File: config.mk
export PLATFORM = sky130hd
export DESIGN_NAME = riscv_mc_controller
export DESIGN_NICKNAME = d
export VERILOG_FILES = /design/src/rtl/riscv_mc_controller.sv
export SDC_FILE = /design/constraint.sdc
export NUM_CORES = 1
export LEC_CHECK = 0
export BUFFER_PORTS_ARGS = -buffer_cell sky130_fd_sc_hd__buf_4
export CAP_MARGIN = 20
export CORE_MARGIN = 3
export CORE_UTILIZATION = 41
export DETAILED_ROUTE_END_ITERATION = 8
export PLACE_DENSITY = 0.71
export SYNTH_ARGS = -nofsm -noshare
export SYNTH_HDL_FRONTEND = slang
export SYNTH_SLANG_ARGS = --single-unit
File: constraint.sdc
create_clock -name clk -period 1.78 [get_ports clk]
set_input_delay 0.267 -clock clk [delete_from_list [all_inputs] [get_ports clk]]
set_output_delay 0.267 -clock clk [all_outputs]
set_load 0.1 [all_outputs]
File: src/rtl/riscv_mc_controller.sv
// riscv_mc_controller
// Multicycle control FSM for an RV32I datapath. It sequences fetch, decode,
// execute, memory and writeback over one shared ALU and one memory port, and
// drives every enable and mux select in the datapath.
//
// Ports
//   clk, reset            rising-edge clock, asynchronous active-high reset
//   op, funct3            instruction register fields
//   zero, lt, ltu         ALU flags for the current cycle's a-b
//   mem_ready             memory access completes this cycle
//   memread, memwrite     memory request, held until mem_ready
//   adrsrc                memory address select (0 PC, 1 ALUOut)
//   irwrite, pcwrite,
//   regwrite              register write enables
//   alusrca               ALU A select (00 PC, 01 OldPC, 10 rs1)
//   alusrcb               ALU B select (00 rs2, 01 immext, 10 constant 4)
//   aluop                 ALU class (00 add, 01 compare/sub, 10 funct decode)
//   resultsrc             result select (00 ALUOut, 01 rdata, 10 ALU, 11 imm)
//   immsrc                immediate format (000 I, 001 S, 010 B, 011 J,
//                         100 U, 101 shift uimm)
//   illegal               sticky illegal-instruction trap flag
//   instr_done            one-cycle retire pulse
//   state_dbg             current state encoding
//
// state    | meaning
// ---------+-------------------------------------------------
// FETCH    | read instruction at PC, PC <= PC+4 on mem_ready
// DECODE   | ALUOut <= OldPC+imm (branch/jal target)
// MEMADR   | ALUOut <= rs1+imm (load/store address)
// MEMREAD  | read data memory at ALUOut
// MEMWB    | rd <= read data
// MEMWRITE | write data memory at ALUOut
// EXECR    | ALUOut <= rs1 op rs2
// EXECI    | ALUOut <= rs1 op imm
// ALUWB    | rd <= ALUOut
// BRANCH   | compare rs1/rs2, PC <= ALUOut when taken
// JAL      | PC <= ALUOut, ALUOut <= OldPC+4 (link)
// JALR     | ALUOut <= rs1+imm, then reuse JAL
// LUI      | rd <= immext
// AUIPC    | ALUOut <= OldPC+imm
// TRAP     | illegal instruction, parked until reset

module riscv_mc_controller (
  input  logic       clk,
  input  logic       reset,
  input  logic [6:0] op,
  input  logic [2:0] funct3,
  input  logic       zero,
  input  logic       lt,
  input  logic       ltu,
  input  logic       mem_ready,
  output logic       memread,
  output logic       memwrite,
  output logic       adrsrc,
  output logic       irwrite,
  output logic       pcwrite,
  output logic       regwrite,
  output logic [1:0] alusrca,
  output logic [1:0] alusrcb,
  output logic [1:0] aluop,
  output logic [1:0] resultsrc,
  output logic [2:0] immsrc,
  output logic       illegal,
  output logic       instr_done,
  output logic [3:0] state_dbg
);

  typedef enum logic [3:0] {
    S_FETCH    = 4'd0,
    S_DECODE   = 4'd1,
    S_MEMADR   = 4'd2,
    S_MEMREAD  = 4'd3,
    S_MEMWB    = 4'd4,
    S_MEMWRITE = 4'd5,
    S_EXECR    = 4'd6,
    S_EXECI    = 4'd7,
    S_ALUWB    = 4'd8,
    S_BRANCH   = 4'd9,
    S_JAL      = 4'd10,
    S_JALR     = 4'd11,
    S_LUI      = 4'd12,
    S_AUIPC    = 4'd13,
    S_TRAP     = 4'd15
  } state_t;

  localparam logic [6:0] OP_LOAD   = 7'b0000011;
  localparam logic [6:0] OP_STORE  = 7'b0100011;
  localparam logic [6:0] OP_R      = 7'b0110011;
  localparam logic [6:0] OP_I      = 7'b0010011;
  localparam logic [6:0] OP_BRANCH = 7'b1100011;
  localparam logic [6:0] OP_JAL    = 7'b1101111;
  localparam logic [6:0] OP_JALR   = 7'b1100111;
  localparam logic [6:0] OP_LUI    = 7'b0110111;
  localparam logic [6:0] OP_AUIPC  = 7'b0010111;

  state_t state;
  state_t state_n;
  logic   illegal_q;
  logic   taken;
  logic   branch_bad;

  always_ff @(posedge clk or posedge reset) begin
    if (reset) begin
      state     <= S_FETCH;
      illegal_q <= 1'b0;
    end else begin
      state     <= state_n;
      illegal_q <= illegal_q | (state_n == S_TRAP);
    end
  end

  // Branch condition; funct3 010/011 are not valid branch encodings.
  always_comb begin
    taken      = 1'b0;
    branch_bad = 1'b0;
    case (funct3)
      3'b000:  taken = zero;
      3'b001:  taken = ~zero;
      3'b100:  taken = lt;
      3'b101:  taken = ~lt;
      3'b110:  taken = ltu;
      3'b111:  taken = ~ltu;
      default: branch_bad = 1'b1;
    endcase
  end

  always_comb begin
    state_n    = state;
    memread    = 1'b0;
    memwrite   = 1'b0;
    adrsrc     = 1'b0;
    irwrite    = 1'b0;
    pcwrite    = 1'b0;
    regwrite   = 1'b0;
    alusrca    = 2'b00;
    alusrcb    = 2'b00;
    aluop      = 2'b00;
    resultsrc  = 2'b00;
    immsrc     = 3'b000;
    instr_done = 1'b0;

    case (op)
      OP_STORE:         immsrc = 3'b001;
      OP_BRANCH:        immsrc = 3'b010;
      OP_JAL:           immsrc = 3'b011;
      OP_LUI, OP_AUIPC: immsrc = 3'b100;
      OP_I:             immsrc = (funct3[1:0] == 2'b01) ? 3'b101 : 3'b000;
      default:          immsrc = 3'b000;
    endcase

    case (state)
      S_FETCH: begin
        memread   = 1'b1;
        alusrcb   = 2'b10;
        resultsrc = 2'b10;
        if (mem_ready) begin
          irwrite = 1'b1;
          pcwrite = 1'b1;
          state_n = S_DECODE;
        end
      end
      S_DECODE: begin
        alusrca = 2'b01;
        alusrcb = 2'b01;
        case (op)
          OP_LOAD, OP_STORE: state_n = S_MEMADR;
          OP_R:              state_n = S_EXECR;
          OP_I:              state_n = S_EXECI;
          OP_BRANCH:         state_n = S_BRANCH;
          OP_JAL:            state_n = S_JAL;
          OP_JALR:           state_n = S_JALR;
          OP_LUI:            state_n = S_LUI;
          OP_AUIPC:          state_n = S_AUIPC;
          default:           state_n = S_TRAP;
        endcase
      end
      S_MEMADR: begin
        alusrca = 2'b10;
        alusrcb = 2'b01;
        state_n = (op == OP_LOAD) ? S_MEMREAD : S_MEMWRITE;
      end
      S_MEMREAD: begin
        memread = 1'b1;
        adrsrc  = 1'b1;
        if (mem_ready) state_n = S_MEMWB;
      end
      S_MEMWB: begin
        resultsrc = 2'b01;
        regwrite  = 1'b1;
        state_n   = S_FETCH;
      end
      S_MEMWRITE: begin
        memwrite = 1'b1;
        adrsrc   = 1'b1;
        if (mem_ready) state_n = S_FETCH;
      end
      S_EXECR: begin
        alusrca = 2'b10;
        aluop   = 2'b10;
        state_n = S_ALUWB;
      end
      S_EXECI: begin
        alusrca = 2'b10;
        alusrcb = 2'b01;
        aluop   = 2'b10;
        state_n = S_ALUWB;
      end
      S_ALUWB: begin
        regwrite = 1'b1;
        state_n  = S_FETCH;
      end
      S_BRANCH: begin
        alusrca = 2'b10;
        aluop   = 2'b01;
        if (branch_bad) begin
          state_n = S_TRAP;
        end else begin
          pcwrite = taken;
          state_n = S_FETCH;
        end
      end
      S_JAL: begin
        // PC takes the target held in ALUOut while the ALU forms OldPC+4.
        alusrca = 2'b01;
        alusrcb = 2'b10;
        pcwrite = 1'b1;
        state_n = S_ALUWB;
      end
      S_JALR: begin
        alusrca = 2'b10;
        alusrcb = 2'b01;
        state_n = S_JAL;
      end
      S_LUI: begin
        resultsrc = 2'b11;
        regwrite  = 1'b1;
        state_n   = S_FETCH;
      end
      S_AUIPC: begin
        alusrca = 2'b01;
        alusrcb = 2'b01;
        state_n = S_ALUWB;
      end
      S_TRAP: begin
        state_n = S_TRAP;
      end
      default: begin
        state_n = S_TRAP;
      end
    endcase

    instr_done = (state != S_FETCH) && (state_n == S_FETCH);

    // Reset is asynchronous, so every output must go quiet in the same
    // cycle it rises, not only after the state register clears.
    if (reset) begin
      state_n    = S_FETCH;
      memread    = 1'b0;
      memwrite   = 1'b0;
      adrsrc     = 1'b0;
      irwrite    = 1'b0;
      pcwrite    = 1'b0;
      regwrite   = 1'b0;
      alusrca    = 2'b00;
      alusrcb    = 2'b00;
      aluop      = 2'b00;
      resultsrc  = 2'b00;
      immsrc     = 3'b000;
      instr_done = 1'b0;
    end
  end

  assign illegal   = illegal_q & ~reset;
  assign state_dbg = reset ? 4'd0 : state;

endmodule

==> Implementation_results.wiki, run 1 <==
{| class="wikitable"
! Metric !! Value
|-
| Number of enable flip-flop cells after synthesis || 0
|-
| Leading register cell type out of synthesis || sky130_fd_sc_hd__dfrtp_1
|-
| Initial cell density of the core || 46.5%
|-
| Avg Inst Size Synth || 6.91 um^2
|-
| Synth Net Count || 141
|-
| Final Wtd Congestion || 0.923
|-
| CTS H-tree depth || 1
|-
| Number of hold-repair buffers added at the cts stage || 0
|-
| Mapped Cells || 125
|-
| Post-CTS setup-driven buffer insertion count || 7
|-
| Count of port buffers added during placement || 38
|-
| Root buffer cell || sky130_fd_sc_hd__clkbuf_4
|-
| Detailed Place HPWL || 2650 um
|-
| Area of the mapped netlist || 863 um^2
|-
| Cell row count || 15
|-
| Run-stopping error || [ERROR DPL-0038] Utilization greater than 100%, impossible to legalize
|-
| Cell taking the most area after synthesis || sky130_fd_sc_hd__dfrtp_1
|-
| Async set-or-reset flop fraction in the synthesized netlist || 100%
|-
| Failing step || clock tree synthesis
|-
| Total clock buffers created by CTS || 3
|-
| Number of warnings reported in the yosys synthesis log || 0
|-
| Post-CTS resize count || 79
|-
| Synth cell types || 46
|-
| Result of the run || stopped before the end
|-
| Overall die height || 51.9 um
|-
| Width of the die || 51.9 um
|-
| Number of buffers between clock root and the deepest sink || 2
|-
| # clock sinks || 5
|-
| Area share of the leading cell type in the synthesized netlist || 14.5%
|-
| Number of flip-flops and latches in the synthesized netlist || 5
|-
| Fraction of the yosys area taken by sequential cells || 14.5%
|-
| IO Pins || 39
|-
| Top post-synthesis cells by area || sky130_fd_sc_hd__dfrtp_1, sky130_fd_sc_hd__nor2_1, sky130_fd_sc_hd__nor2b_1
|}
## cell families after synthesis
group	count (synthesis)	share of synthesized area, %
xor+xnor	5	5.07
mux	2	2.32
simple gates	70	46.5
flops	5	14.5
buf+inv	15	8.12
compound gates	28	23.5
## Yosys cell counts, drive strengths merged, types with 2 or more instances
library cell,instances
nor2b,9
and4,2
mux2i,2
dfrtp,5
nand3,2
nand2,13
xor2,2
or3,2
nor2,20
clkbuf,5
nand2b,3
o21ai,3
buf,6
nor3,6
a21oi,10
xnor2,3
and3,2
inv,4
nor4,3
## stage by stage
| step | worst slack (ns) | instances | hold WS (ns) | instance area, um^2 |
|---|---|---|---|---|
| detailed placement | -0.333 | 210 | 0.305 | 1600 |
| global placement | -0.286 | 210 | 0.297 | 1600 |
| floorplan | -0.282 | 125 | 0.263 | 1180 |
==> run 2, diff against run 1 <==
--- a/config.mk
+++ b/config.mk
@@ -7,10 +7,10 @@
 export LEC_CHECK = 0
 export BUFFER_PORTS_ARGS = -buffer_cell sky130_fd_sc_hd__buf_4
 export CAP_MARGIN = 20
-export CORE_MARGIN = 3
-export CORE_UTILIZATION = 41
+export CORE_AREA = 3 3 64 66
 export DETAILED_ROUTE_END_ITERATION = 8
-export PLACE_DENSITY = 0.71
+export DIE_AREA = 0 0 67 69
+export PLACE_DENSITY_LB_ADDON = 0.15
 export SYNTH_ARGS = -nofsm -noshare
 export SYNTH_HDL_FRONTEND = slang
 export SYNTH_SLANG_ARGS = --single-unit
==> Implementation_results.wiki, run 2 <==
{| class="wikitable"
! Metric !! Value
|-
| Power after layout || 0.00397 W
|-
| Placed Instance Area || 1640 um^2 (was 1600 um^2)
|-
| Number of global-route vias before repair || 1259
|-
| Final Slew Violations || 0
|-
| Wire length reported by the detailed router || 3440 um
|-
| Insertion delay to the later sink of the worst-skew pair || 0.22 ns
|-
| Min Tclk post-route || 2.07 ns
|-
| Detail Route Antenna Nets || 0
|-
| Root buffer cell || sky130_fd_sc_hd__clkbuf_8 (was sky130_fd_sc_hd__clkbuf_4)
|-
| Worst slack at placement || -0.326 ns (was -0.333 ns)
|-
| Area share of the leading cell type in the synthesized netlist || 14.5% (unchanged)
|-
| Number of nets in the final layout || 222
|-
| Clock slew at the register clock pins of the worst setup and hold paths || 0.04 ns
|-
| Crit Path Max Fanout || 8
|-
| Cell taking the most area after synthesis || sky130_fd_sc_hd__dfrtp_1 (unchanged)
|-
| Area share of fa/ha/maj cells after synthesis || 0% (unchanged)
|-
| Register-to-register path setup slack || 0.07 ns
|-
| Overall die height || 69 um (was 51.9 um)
|-
| Fraction of the yosys area taken by sequential cells || 14.5% (unchanged)
|-
| Max transition margin || 80.7%
|-
| Avg Inst Size Synth || 6.91 um^2 (unchanged)
|-
| Largest register FFs || 4
|-
| Core Footprint || 3630 um^2
|-
| Synth Net Count || 141 (unchanged)
|-
| Number of setup violations in the final report || 8
|-
| Critical Path Source Type || flip-flop
|-
| CTS tree || built
|-
| Number of buffers between clock root and the deepest sink || 2 (unchanged)
|-
| CTS H-tree depth || 1 (unchanged)
|-
| Largest registers || state x4, illegal_q x1
|-
| Cell row count || 22 (was 15)
|-
| Endpoint of the worst register-to-register path || illegal_q
|-
| Leakage power || 0.894 nW
|-
| Final design instance area without fill || 2120 um^2
|-
| Synth cell types || 46 (unchanged)
|-
| Element type at the critical path end || output pin
|-
| Crit Path Class || flip-flop to output pin
|-
| Measured slew at the worst slew-check pin || 0.286 ns
|-
| CP Data Arrival Time || 1.80 ns
|-
| IO Pins || 39 (unchanged)
|-
| Pin count of the biggest net entering global routing || 15
|-
| Area grow syn2layout || 146%
|-
| Antenna violations before repair || 0
|-
| Share of power burned in registers || 6.6%
|-
| Mapped Cells || 125 (unchanged)
|-
| Commonest non-fill, non-tap cell in the layout || sky130_fd_sc_hd__buf_4
|-
| Violations in the final reports || negative setup slack
|-
| Dominant cell by count in the synthesized netlist || sky130_fd_sc_hd__nor2_1 (unchanged)
|-
| Pwr Density || 1870 nW/um^2
|-
| Total clock buffers created by CTS || 3 (unchanged)
|-
| Async set-or-reset flop fraction in the synthesized netlist || 100% (unchanged)
|-
| Number of diodes added for antenna fixing || 0
|-
| Post-synth top cells || sky130_fd_sc_hd__nor2_1, sky130_fd_sc_hd__nand2_1, sky130_fd_sc_hd__a21oi_1, sky130_fd_sc_hd__nor2b_1 (unchanged)
|-
| Post-synthesis mux area share || 2.32% (unchanged)
|-
| Final Non-Filler Cells || 253
|-
| Number of warnings reported in the yosys synthesis log || 0 (unchanged)
|-
| Worst Reg-to-Reg Cells || 5
|-
| Area fraction in and, or, nand and nor cells after synthesis || 46.5% (unchanged)
|-
| Detailed Place HPWL || 2620 um (was 2650 um)
|-
| Required time of the critical path || 1.51 ns
|-
| Achievable Freq || 0.484 GHz
|-
| Count of final hold-check violations || 0
|-
| Remaining routing DRC violations || 0
|-
| Largest clock skew in the final design || 0.00212 ns
|-
| Initial cell density of the core || 23.8% (was 46.5%)
|-
| Vias per std cell || 4.85
|-
| Internal power summed over all cells || 0.00174 W
|-
| # clock sinks || 5 (unchanged)
|-
| Fraction of synthesized cell area in xor and xnor cells || 5.07% (unchanged)
|-
| Main combinational cell family by area after synthesis || simple AND/OR/NAND/NOR gates (unchanged)
|-
| Clock network fraction of total power || 5.2%
|-
| Crit path setup slack, layout || -0.287 ns
|-
| Number of hold-repair buffers added at the cts stage || 0 (unchanged)
|-
| Iteration-0 DRC count of the detailed router || 65
|-
| Setup repair after global routing missed its margin || yes
|-
| Post-synthesis compound-gate area fraction || 23.5% (unchanged)
|-
| Register name with the most flops || state
|-
| Top library cells by usage in the layout, fill and taps aside || sky130_fd_sc_hd__buf_4, sky130_fd_sc_hd__buf_6, sky130_fd_sc_hd__buf_12
|-
| Final worst-path cycle share || 116%
|-
| Average wire length per cell after detail routing || 13.6 um
|-
| Switching power || 0.00223 W
|-
| Count of port buffers added during placement || 38 (unchanged)
|-
| Startpoint of the most critical register-to-register path || state[1]
|-
| Post-layout util || 58.5%
|-
| Max-cap viol count || 0
|-
| Routed vias || 1228
|-
| Top post-synthesis cells by area || sky130_fd_sc_hd__dfrtp_1, sky130_fd_sc_hd__nor2_1, sky130_fd_sc_hd__nor2b_1 (unchanged)
|-
| Area of the die || 4620 um^2
|-
| Combinational fraction of design power || 88.2%
|-
| Width of the die || 67 um (was 51.9 um)
|-
| Sum of overflow across all layers after global routing || 0
|-
| Initial DRT Pass Iterations || 4
|-
| Switching Share || 56.2%
|-
| Overall routing resource usage || 15.5%
|-
| Number of enable flip-flop cells after synthesis || 0 (unchanged)
|-
| Type of the worst min-delay path || input port to async pin
|-
| Area of the mapped netlist || 863 um^2 (unchanged)
|-
| Result of the run || finished, violations left (was stopped before the end)
|-
| Placed Cells || 235 (was 210)
|-
| Number of flip-flops and latches in the synthesized netlist || 5 (unchanged)
|-
| IR drop worst, VDD || 869 uV
|-
| First-pass GRT wire length || 5800 um
|-
| Leading register cell type out of synthesis || sky130_fd_sc_hd__dfrtp_1 (unchanged)
|-
| Final Wtd Congestion || 0.827 (was 0.923)
|-
| Share of post-route cells with drive strength above 1 || 72.2%
|}
[run 2: worst max-delay path by stage]
stage                   from            to  slack, ns  depth (start not counted)
floorplan           state[3]  resultsrc[1]      -0.28                          4
CTS                 state[0]    instr_done      -0.28                          8
detailed placement     op[6]    instr_done      -0.33                          7
global route        state[3]    instr_done      -0.34                          7
global placement       op[6]    instr_done      -0.31                          7
finish              state[1]    instr_done      -0.29                          7
[run 2: layout make-up]
type,instances,area [um^2]
tap,48,60.1
timing repair buffer,87,871
inverter,4,17.5
fill,317,1510
clock buffer,4,45.0
multi-input combinational,105,1000
sequential,5,130
[run 2: cells by family after synthesis]
logic type / Yosys count
simple gates: 70
flops: 5
buf+inv: 15
mux: 2
xor+xnor: 5
compound gates: 28
[run 2: what timing repair did]
item,in CTS,in global routing
resized for setup,51,33
buffers inserted,5,10
pin swaps,4,8
endpoints found under the setup margin,15,15
[run 2: through the flow]
step                      setup TNS, ns  hold WS (ns)
after floorplan                   -1.59         0.263
after global placement           -0.571         0.278
after detailed placement         -0.533         0.273
after CTS                        -0.574        0.0448
after global routing              -1.35        0.0572
final                            -0.735        0.0485
[run 2: worst max-delay path, cell delays in order, from the launching register on]
cell                       delay (ns)
sky130_fd_sc_hd__dfrtp_2         0.45
sky130_fd_sc_hd__nand2b_4        0.18
sky130_fd_sc_hd__nor3_4          0.22
sky130_fd_sc_hd__buf_4           0.16
sky130_fd_sc_hd__o31ai_2         0.07
sky130_fd_sc_hd__o2111a_1        0.17
sky130_fd_sc_hd__and4_4          0.17
sky130_fd_sc_hd__buf_12          0.16
[run 2: power groups by stage]
stage	Sequential, W	Combinational, W	Clock (W)
3_3_place_gp	0.000235	0.00274	0
3_5_place_dp	0.000236	0.00275	0
5_1_grt	0.000272	0.00368	0.000218
2_1_floorplan	0.000186	0.00225	0
4_1_cts	0.000255	0.00323	0.000208
6_report	0.000262	0.00350	0.000206
[run 2: per-layer routing]
layer | global-route usage [%] | wire length, um | vias up
met1 | 19.2 | 1320 | 577
met2 | 26.9 | 1900 | 37
met3 | 1.14 | 138 | 6
met4 | 6.08 | 80 | 0
met5 | 0 | 0 | -
li1 | - | - | 608
No activity file was read; power rests on OpenSTA's default activity.
==> run 3, diff against run 2 <==
--- a/config.mk
+++ b/config.mk
@@ -11,6 +11,7 @@
 export DETAILED_ROUTE_END_ITERATION = 8
 export DIE_AREA = 0 0 67 69
 export PLACE_DENSITY_LB_ADDON = 0.15
+export SKIP_CTS_REPAIR_TIMING = 1
 export SYNTH_ARGS = -nofsm -noshare
 export SYNTH_HDL_FRONTEND = slang
 export SYNTH_SLANG_ARGS = --single-unit
==> Implementation_results.wiki, run 3 (synthesis gave the netlist of run 2 again) <==
{| class="wikitable"
! Metric !! Value
|-
| Result of the run || finished, violations left (unchanged)
|-
| Violations in the final reports || negative setup slack (unchanged)
|-
| Initial cell density of the core || 23.8% (unchanged)
|-
| Number of filler instances in the final layout || 324 (was 317)
|-
| Sum of overflow across all layers after global routing || 0 (unchanged)
|-
| Top Metal Used || met4 (unchanged)
|-
| Number of buffers between clock root and the deepest sink || 2 (unchanged)
|-
| Overall routing resource usage || 14.7% (was 15.5%)
|-
| Number of diodes added for antenna fixing || 0 (unchanged)
|-
| Required time of the critical path || 1.51 ns (about the same)
|-
| Max-cap viol count || 0 (unchanged)
|-
| # clock sinks || 5 (unchanged)
|-
| Wire length on met3 || 105 um (was 138 um)
|-
| Initial DRT Pass Iterations || 4 (unchanged)
|-
| Summed negative setup slack over all endpoints || -0.879 ns (was -0.735 ns)
|-
| Cell row count || 22 (unchanged)
|-
| Wire length reported by the detailed router || 3520 um (was 3440 um)
|-
| CTS tree || built (unchanged)
|-
| Critical Path Source Type || flip-flop (unchanged)
|-
| Final Slew Violations || 0 (unchanged)
|-
| Max transition margin || 77.4% (was 80.7%)
|-
| Root buffer cell || sky130_fd_sc_hd__clkbuf_8 (unchanged)
|-
| Leakage power || 0.872 nW (was 0.894 nW)
|-
| Detail Route Antenna Nets || 0 (unchanged)
|-
| Core Footprint || 3630 um^2 (unchanged)
|-
| CP Data Arrival Time || 1.89 ns (was 1.80 ns)
|-
| Achievable Freq || 0.464 GHz (was 0.484 GHz)
|-
| Number of setup violations in the final report || 8 (unchanged)
|-
| Largest clock skew in the final design || 0.00217 ns (was 0.00212 ns)
|-
| Number of global-route vias before repair || 1191 (was 1259)
|-
| Commonest non-fill, non-tap cell in the layout || sky130_fd_sc_hd__buf_4 (unchanged)
|-
| Post-route met1 wirelength || 1350 um (was 1320 um)
|-
| Final worst-path cycle share || 121% (was 116%)
|-
| First-pass GRT wire length || 5550 um (was 5800 um)
|-
| Routed vias || 1235 (was 1228)
|-
| Vias per std cell || 4.94 (was 4.85)
|-
| Width of the die || 67 um (unchanged)
|-
| Worst slack at placement || -0.326 ns (unchanged)
|-
| Crit Path Max Fanout || 7 (was 8)
|-
| Iteration-0 DRC count of the detailed router || 49 (was 65)
|-
| Measured slew at the worst slew-check pin || 0.338 ns (was 0.286 ns)
|-
| Overall die height || 69 um (unchanged)
|-
| Average wire length per cell after detail routing || 14.1 um (was 13.6 um)
|-
| Met2 WL || 1970 um (was 1900 um)
|-
| Detailed Place HPWL || 2620 um (unchanged)
|-
| Type of the worst min-delay path || input port to async pin (unchanged)
|-
| Register name with the most flops || state (unchanged)
|-
| Area of the die || 4620 um^2 (unchanged)
|-
| Number of nets in the final layout || 219 (was 222)
|-
| Pin count of the biggest net entering global routing || 15 (unchanged)
|-
| Area grow syn2layout || 140% (was 146%)
|-
| Largest register FFs || 4 (unchanged)
|-
| Element type at the critical path end || output pin (unchanged)
|-
| Largest registers || state x4, illegal_q x1 (unchanged)
|-
| Total clock buffers created by CTS || 3 (unchanged)
|-
| IR drop worst, VDD || 724 uV (was 869 uV)
|-
| Clock slew at the register clock pins of the worst setup and hold paths || 0.04 ns (about the same)
|-
| Remaining routing DRC violations || 0 (unchanged)
|-
| Register-to-register path setup slack || 0.05 ns (was 0.07 ns)
|-
| Pwr Density || 1910 nW/um^2 (was 1870 nW/um^2)
|-
| Top library cells by usage in the layout, fill and taps aside || sky130_fd_sc_hd__buf_4, sky130_fd_sc_hd__buf_6, sky130_fd_sc_hd__nor2_1, sky130_fd_sc_hd__nand2_1, sky130_fd_sc_hd__buf_12 (was sky130_fd_sc_hd__buf_4, sky130_fd_sc_hd__buf_6, sky130_fd_sc_hd__buf_12)
|-
| Count of final hold-check violations || 0 (unchanged)
|-
| IO Pins || 39 (unchanged)
|-
| Antenna violations before repair || 0 (unchanged)
|-
| Setup repair after global routing missed its margin || yes (unchanged)
|-
| Crit Path Class || flip-flop to output pin (unchanged)
|-
| Min Tclk post-route || 2.15 ns (was 2.07 ns)
|-
| CTS H-tree depth || 1 (unchanged)
|-
| Insertion delay to the later sink of the worst-skew pair || 0.22 ns (about the same)
|-
| Crit path setup slack, layout || -0.375 ns (was -0.287 ns)
|-
| Share of post-route cells with drive strength above 1 || 72.3% (was 72.2%)
|-
| Final Wtd Congestion || 0.827 (unchanged)
|-
| Count of port buffers added during placement || 38 (unchanged)
|}
run 3: through the flow:
stage / util [%] / hold WS [ns] / cell area, um^2 / std cells / power (W)
global route: 57.0 / 0.0571 / 2070 / 250 / 0.00416
detailed placement: 45.1 / 0.273 / 1640 / 235 / 0.00299
global placement: 45.1 / 0.278 / 1640 / 235 / 0.00297
finish: 57.0 / 0.0460 / 2070 / 250 / 0.00396
floorplan: - / 0.263 / 1180 / 125 / 0.00244
CTS: 46.4 / 0.0448 / 1690 / 239 / 0.00321
run 3: report_power, final:
| part | internal [W] | switching (W) | leakage (nW) |
|---|---|---|---|
| Clock | 0.000153 | 0.0000530 | 0.0228 |
| Combinational | 0.00138 | 0.00211 | 0.788 |
| Sequential | 0.000169 | 0.000101 | 0.0613 |
run 3: final timing paths:
check,end,startpoint,cells past startpoint
setup reg to reg,illegal_q,state[1],7
min in group clk,state[2],reset,2
setup / recovery,instr_done,state[1],6
hold / removal,illegal_q,reset,2
hold reg to reg,illegal_q,illegal_q,1
max in group asynchronous,state[0],reset,2
run 3: critical path, stage by stage (launching register included):
cell                       delay (ns)
sky130_fd_sc_hd__dfrtp_2         0.44
sky130_fd_sc_hd__nand2b_4        0.17
sky130_fd_sc_hd__nor3_4          0.34
sky130_fd_sc_hd__o41ai_4         0.14
sky130_fd_sc_hd__and4_1          0.21
sky130_fd_sc_hd__and4_4          0.18
sky130_fd_sc_hd__buf_12          0.16
run 3: per-layer routing:
layer | up-vias | track usage (%)
met1 | 589 | 18.9
met2 | 33 | 25.8
li1 | 603 | -
met4 | 0 | 4.05
met3 | 10 | 0.977
met5 | - | 0
run 3: cell type report:
type                            count  area [um^2]  share of cell area [%]
Sequential cell                     5          130                    6.28
Clock buffer                        4         45.0                    2.17
Timing Repair Buffer               84          807                    38.9
Tap cell                           48         60.1                    2.90
Inverter                            4         17.5                   0.845
Multi-Input combinational cell    105         1010                    48.9
